==> config.mk <==
export PLATFORM = sky130hd
export DESIGN_NAME = xor_checksum
export DESIGN_NICKNAME = d
export VERILOG_FILES = /design/src/rtl/xor_checksum_pkg.sv /design/src/rtl/xor_reduce.sv /design/src/rtl/xor_checksum.sv
export SDC_FILE = /design/constraint.sdc
export NUM_CORES = 1
export LEC_CHECK = 0
export BUFFER_PORTS_ARGS = -buffer_cell sky130_fd_sc_hd__buf_4
export CAP_MARGIN = 5
export CORE_MARGIN = 2
export CORE_UTILIZATION = 30
export CTS_BUF_LIST = sky130_fd_sc_hd__clkbuf_4 sky130_fd_sc_hd__clkbuf_8 sky130_fd_sc_hd__clkbuf_16
export CTS_CLUSTER_DIAMETER = 100
export DETAILED_ROUTE_END_ITERATION = 6
export PLACE_DENSITY = 0.5
export SLEW_MARGIN = 25
export SYNTH_ARGS = -nofsm -noshare
export SYNTH_HDL_FRONTEND = slang
export SYNTH_SLANG_ARGS = --single-unit
==> constraint.sdc <==
create_clock -name clk -period 2.2 [get_ports clk]
set_input_delay 0.11 -clock clk [delete_from_list [all_inputs] [get_ports clk]]
set_output_delay 0.11 -clock clk [all_outputs]
set_load 0.05 [all_outputs]
==> src/rtl/xor_checksum_pkg.sv <==
// xor_checksum_pkg: shared state encoding and width helper for the XOR checksum block
package xor_checksum_pkg;

    typedef enum logic [1:0] {
        S_IDLE  = 2'd0,
        S_ACCUM = 2'd1,
        S_DONE  = 2'd2
    } state_t;

    function automatic int cw_of(input int max_len);
        return $clog2(max_len + 1);
    endfunction

endpackage

==> src/rtl/xor_reduce.sv <==
// xor_reduce: combinational reduction XOR of a WIDTH-bit word
module xor_reduce #(
    parameter int WIDTH = 8
) (
    input  logic [WIDTH-1:0] data,
    output logic             parity
);

    assign parity = ^data;

endmodule

==> src/rtl/xor_checksum.sv <==
// xor_checksum: framed running XOR checksum with held result handshake
module xor_checksum
    import xor_checksum_pkg::*;
#(
    parameter int              WIDTH   = 8,
    parameter int              MAX_LEN = 16,
    parameter logic [WIDTH-1:0] SEED   = '0,
    localparam int             CW      = cw_of(MAX_LEN)
) (
    input  logic             clk,
    input  logic             reset_n,
    input  logic             in_valid,
    output logic             in_ready,
    input  logic [WIDTH-1:0] in_data,
    input  logic             in_last,
    output logic             out_valid,
    input  logic             out_ready,
    output logic [WIDTH-1:0] out_data,
    output logic [CW-1:0]    out_count,
    output logic             out_parity,
    output logic             out_err
);

    state_t           state;
    logic [WIDTH-1:0] acc;
    logic [CW-1:0]    count;
    logic [WIDTH-1:0] acc_nxt;
    logic [CW-1:0]    cnt_nxt;
    logic             par_nxt;
    logic             beat;
    logic             term;

    assign in_ready = (state != S_DONE);
    assign beat     = in_valid && in_ready;
    assign acc_nxt  = acc ^ in_data;
    assign cnt_nxt  = count + 1'b1;
    assign term     = in_last || (cnt_nxt == CW'(MAX_LEN));

    xor_reduce #(.WIDTH(WIDTH)) u_par (
        .data   (acc_nxt),
        .parity (par_nxt)
    );

    // frame FSM: accumulate beats, latch the result on the terminating beat, hold until taken
    always_ff @(posedge clk or negedge reset_n) begin
        if (!reset_n) begin
            state      <= S_IDLE;
            acc        <= SEED;
            count      <= '0;
            out_valid  <= 1'b0;
            out_data   <= SEED;
            out_count  <= '0;
            out_parity <= ^SEED;
            out_err    <= 1'b0;
        end else begin
            case (state)
                S_IDLE, S_ACCUM: begin
                    if (beat) begin
                        acc   <= acc_nxt;
                        count <= cnt_nxt;
                        if (term) begin
                            state      <= S_DONE;
                            out_valid  <= 1'b1;
                            out_data   <= acc_nxt;
                            out_count  <= cnt_nxt;
                            out_parity <= par_nxt;
                            out_err    <= !in_last;
                        end else begin
                            state <= S_ACCUM;
                        end
                    end
                end
                S_DONE: begin
                    if (out_ready) begin
                        state     <= S_IDLE;
                        acc       <= SEED;
                        count     <= '0;
                        out_valid <= 1'b0;
                    end
                end
                default: begin
                    state     <= S_IDLE;
                    acc       <= SEED;
                    count     <= '0;
                    out_valid <= 1'b0;
                end
            endcase
        end
    end

endmodule
### Word-level counts from Yosys, hierarchy flattened

Cells that the tools add are included.

* register bits after elaboration: 31
* input bits: 13
* output and inout bits: 17
* logic and storage cells: 40

* add/subtract/negate cells: 1
* equal/unequal tests: 7
* muxes and demuxes: 14
* bitwise gates (word level): 1
* reductions and logical operators: 9

Operators with widths (count)
* $mux 8: 2
* $pmux 8 s2: 1
* $mux 5: 2
* $pmux 5 s2: 1
* $ne 2x2->1 const B: 4
* $reduce_xor 8->1: 1
* $xor 8x8->8: 1
* $mux 2: 3
* $reduce_and 3->1: 2
* $add 5x1->5 const B: 1
* $eq 5x5->1 const B: 1
* $pmux 2 s2: 1
* $mux 1: 3
* $eq 2x1->1 const B: 1
* $eq 2x2->1 const B: 1
* $logic_not 2->1: 1
* $pmux 1 s2: 1
* $reduce_and 2->1: 1
* $reduce_or 2->1: 1
* $logic_and 1x1->1: 1
* $logic_not 1->1: 1
* $logic_or 1x1->1: 1

### Logic depth before layout (Yosys ltp)

* depth in word-level cells: 6
* mapped depth: 6
* gate-level depth less buffers: 5

### By module

Synthesis repeated with hierarchy kept, for this count alone.

* cells, all modules: 119
* area total of the unflattened synthesis: 1511.4 µm²

Modules (own cells, without submodules)
* xor_checksum: instances 1, cells an instance 112, area each 1450.1 µm², sequential area each 775.7 µm²
* xor_reduce: instances 1, cells an instance 7, area each 61.3 µm², sequential area each 0.0 µm²

### Worst setup path after synthesis

OpenSTA, ideal clock, no wires.

* kind: register -> register
* start point: register count[0]
* end point: register out_count[1]
* library setup time: 0.125 ns
* arrival: 1.588 ns
* required time: 2.075 ns
* slack: 0.487 ns
* stages on the path, launching flop included: 6
* buffers on the path: 0
* period minus slack after synthesis: 1.713 ns
* cells stage by stage: dfrtp_1 > a21bo_2 > o21ai_2 > a31oi_2 > nor2_2 > mux2_2

* cells in the longest elaborated chain, start to end: 4

Ends and longest elaborated chain
* from (decl): RTL line xor_checksum.sv:26 `logic [CW-1:0] count;`
* from (signal assigned): RTL line xor_checksum.sv:60 `count <= cnt_nxt;`
* $add 5x1->5 *: RTL line xor_checksum.sv:36 `assign cnt_nxt = count + 1'b1;`
* $eq 5x5->1: RTL line xor_checksum.sv:37 `assign term = in_last || (cnt_nxt == CW'(MAX_LEN));`
* $logic_or 1x1->1: RTL line xor_checksum.sv:37
* $reduce_and 3->1 (no source line)
* to (signal assigned): RTL line xor_checksum.sv:65 `out_count <= cnt_nxt;`
* to (decl): RTL line xor_checksum.sv:19 `output logic [CW-1:0] out_count,`

Every way passes the cells marked *; elsewhere a longest branch is shown, timed or not.
A chain may end at the register's enable or synchronous reset.

### Final worst setup path

* start point: register count[0]
* end point: register out_count[2]

The elaborated chain is that of the path after synthesis.

==> results.tsv <==
stage	metric	value	unit
outcome	status	completed	
detailed_routing	Vias/cell	4.80	
power	Gate power share	44.4	%
yosys	Post-Syn Instances	140	
sta	Final period util	83.7	%
clock_tree	post_cts resized	0	
clock_tree	clock sinks	31	
yosys	Post-Synthesis Cell Area	1480	sq um
yosys	Seq cells post-synth	31	
clock_tree	Worst-path clk slew	60	ps
clock_tree	clock tree from TritonCTS	yes	
yosys	Ys Warns	0	
power	Sw Ratio	41.2	%
sta	Worst-Margin Slew	523	ps
power	Internal Power	1.42	mW
worst_setup_path	crit-path cells	a21bo_2 > o21ai_2 > a31oi_2 > nor2_2 > mux2_2	
global_route	initial antenna violation count	0	
place	Post-Place Cells	233	
power	Pwr Total	2.41	mW
finish	commonest non-fill, non-tap cells in the layout	buf_4 (32), dfrtp_1 (31), o21ai_0 (29), nand2_1 (20), xnor2_1 (12)	
detailed_routing	vias	1156	
finish	Layout Nets	188	
worst_setup_path	cell family with most CP delay	compound AO/OA/AOI/OAI gates	
yosys	library cells used by synthesis	28	
detailed_routing	first-pass detailed-route iteration total	4	
clock_tree	TritonCTS buffer count	5	
detailed_routing	number of routed nets with antenna violations	0	
finish	Area Overhead vs Synth	26.8	%
yosys	Syn Area/Cell	10.6	sq um
sta	Layout Skew	9.38	ps
global_route	pin count of the biggest net entering global routing	32	
clock_tree	H-tree depth	2	
hold_path	Worst Hold Launch	in_last	
sta	Final Slew Violations	0	
hold_path	Hold Path Class	in2reg	
worst_setup_path	CP required	2370	ps
yosys	Post-synth EDFFs	0	
power	pwr dens	1280	nW/um^2
finish	layout cells sized above 1	28.7	%
sta	setup TNS	0	ps
sta	setup violators final	0	
worst_setup_path	slowest stage delay, CP	440	ps
worst_setup_path	FF-to-FF End	out_count[2]	
floorplan	Die W	74.3	um
floorplan	Starting Density	31.2	%
yosys	sequential area share after synthesis	52.3	%
detailed_routing	wire length per cell	13.5	um
place	Placer Congestion	0.718	
clock_tree	clk_lat worst skew	290	ps
floorplan	Die Span Y	74.3	um
clock_tree	Clock Tree Buf Depth	2	
global_route	Tot GR Track Use	13.4	%
power	Leak	0.827	nW
sta	Slew headroom	64.8	%
detailed_routing	remaining routing DRC violations	0	
worst_setup_path	count of buffer and inverter cells on the critical path	0	
clock_tree	clk root buf	clkbuf_8	
global_route	vias in the first global route	1162	
worst_setup_path	critical path class	reg2reg	
worst_setup_path	crit end category	flip-flop	
worst_setup_path	Crit-path slowest cell	dfrtp_1	
finish	most common cell after layout, fill and taps aside	buf_4	
job	# Max-Cap Violations	0	
sta	RSZ-0062 raised after global routing	no	
hold_path	Hold Path Cell Cnt	2	
worst_setup_path	crit path DAT	2010	ps
floorplan	std cell rows	25	
floorplan	Die Area	5520	sq um
worst_setup_path	R2R setup slack	360	ps
sta	fmax	543	MHz
yosys	Top FF cell, synth	dfrtp_1	
power	NetSw	994	uW
worst_setup_path	r2r worst-path depth	5	
floorplan	Core Box Area	4750	sq um
place	HPWL after detailed placement	2.26	mm
detailed_routing	DRT iter0 DRCs	59	
floorplan	# IOs	30	
power	Worst IR Drop VDD	0.629	mV
clock_tree	setup repair bufs after CTS	0	
finish	final std cells w/o fill	241	
power	Clock Power Share	19.0	%
worst_setup_path	crit start category	flip-flop	
detailed_routing	total wire length	3.26	mm
place	Port Buffer Count	29	
finish	Inserted Diodes	0	
global_route	first-pass GRT wire length	5.50	mm
clock_tree	hold_buf cts	1	
global_route	grt total ovfl	0	
sta	Period minus WS final	1840	ps
power	sequential share of power	36.6	%
worst_setup_path	RR Startpoint	count[0]	
hold_path	sink of the worst hold path	out_err	
sta	WHS	25.7	ps
yosys	Post-Syn Nets	154	
sta	final hold vios	0	
worst_setup_path	Worst Path Max Fanout	8	
yosys	ys async rst share	100	%
finish	# fillers	475	
## worst register-to-register path, cell delays in order (launching register included)
cell     delay (ps)
dfrtp_1         440
a21bo_2         240
o21ai_2         140
a31oi_2         120
nor2_2          390
mux2_2          390
## power by group through the flow
stage	combinational (mW)	clock [mW]	sequential [mW]
2_1_floorplan	0.453	0	1.21
3_3_place_gp	1.07	0	0.886
3_5_place_dp	1.08	0	0.891
4_1_cts	1.09	0.471	0.883
5_1_grt	1.15	0.493	0.910
6_report	1.07	0.458	0.881
## logic make-up after synthesis
group,after synthesis,share of synthesized area (%)
AOI/OAI and AO/OA,46,19.1
xor gates and xnor gates,17,11.0
adders and majority gates,1,0.844
buffers and inverters,6,1.60
DFF,31,52.3
muxes,7,5.48
and+or+nand+nor,32,9.70
## synth_stat cells, types with 2 or more instances
cell / number / area, sq um
nand3_1: 3 / 15.0
nand2_1: 20 / 75.1
o21ai_0: 29 / 145
mux2_2: 5 / 56.3
xor2_1: 4 / 35.0
a22o_1: 2 / 17.5
a21oi_1: 2 / 10.0
nor2b_1: 2 / 12.5
xnor2_1: 12 / 105
clkbuf_1: 5 / 18.8
o31ai_1: 7 / 52.6
nor2_1: 2 / 7.51
dfrtp_1: 31 / 776
nand2b_1: 2 / 12.5
## registers in the layout, summed over array words and instances, names as in the netlist
signal      cells
count           5
out_err         1
out_valid       1
out_count       5
out_parity      1
acc             8
out_data        8
state           2
## metal layers
layer / vias up / routed length (um) / GRT usage [%]
met5: - / 0 / 0
met4: 0 / 76 / 7.14
met3: 7 / 159 / 3.25
met2: 28 / 1450 / 20.4
met1: 558 / 1580 / 17.8
li1: 563 / - / -
## through the flow
step                cell area (sq um)  util [%]  worst slack, ps
global route                     1880      39.6              246
detailed placement               1780      37.5              365
floorplan                        1480         -              487
global placement                 1780      37.5              427
CTS                              1880      39.6              357
finish                           1880      39.6              359
## cell type report
class,count,area (sq um),share of cell area (%)
Timing Repair Buffer,33,250,13.3
Multi-Input combinational cell,103,683,36.3
Clock buffer,6,82.6,4.39
Clock inverter,1,5.00,0.266
Sequential cell,31,776,41.3
Tap cell,67,83.8,4.46
## worst max path at each step
stage                   from           end  cells past startpoint
floorplan           count[0]  out_count[1]                      5
global placement    count[0]  out_count[1]                      5
detailed placement  count[0]  out_count[3]                      5
CTS                 count[0]  out_count[2]                      5
global route        count[0]  out_count[2]                      4
finish              count[0]  out_count[2]                      5
No activity file was read; power rests on OpenSTA's default activity.
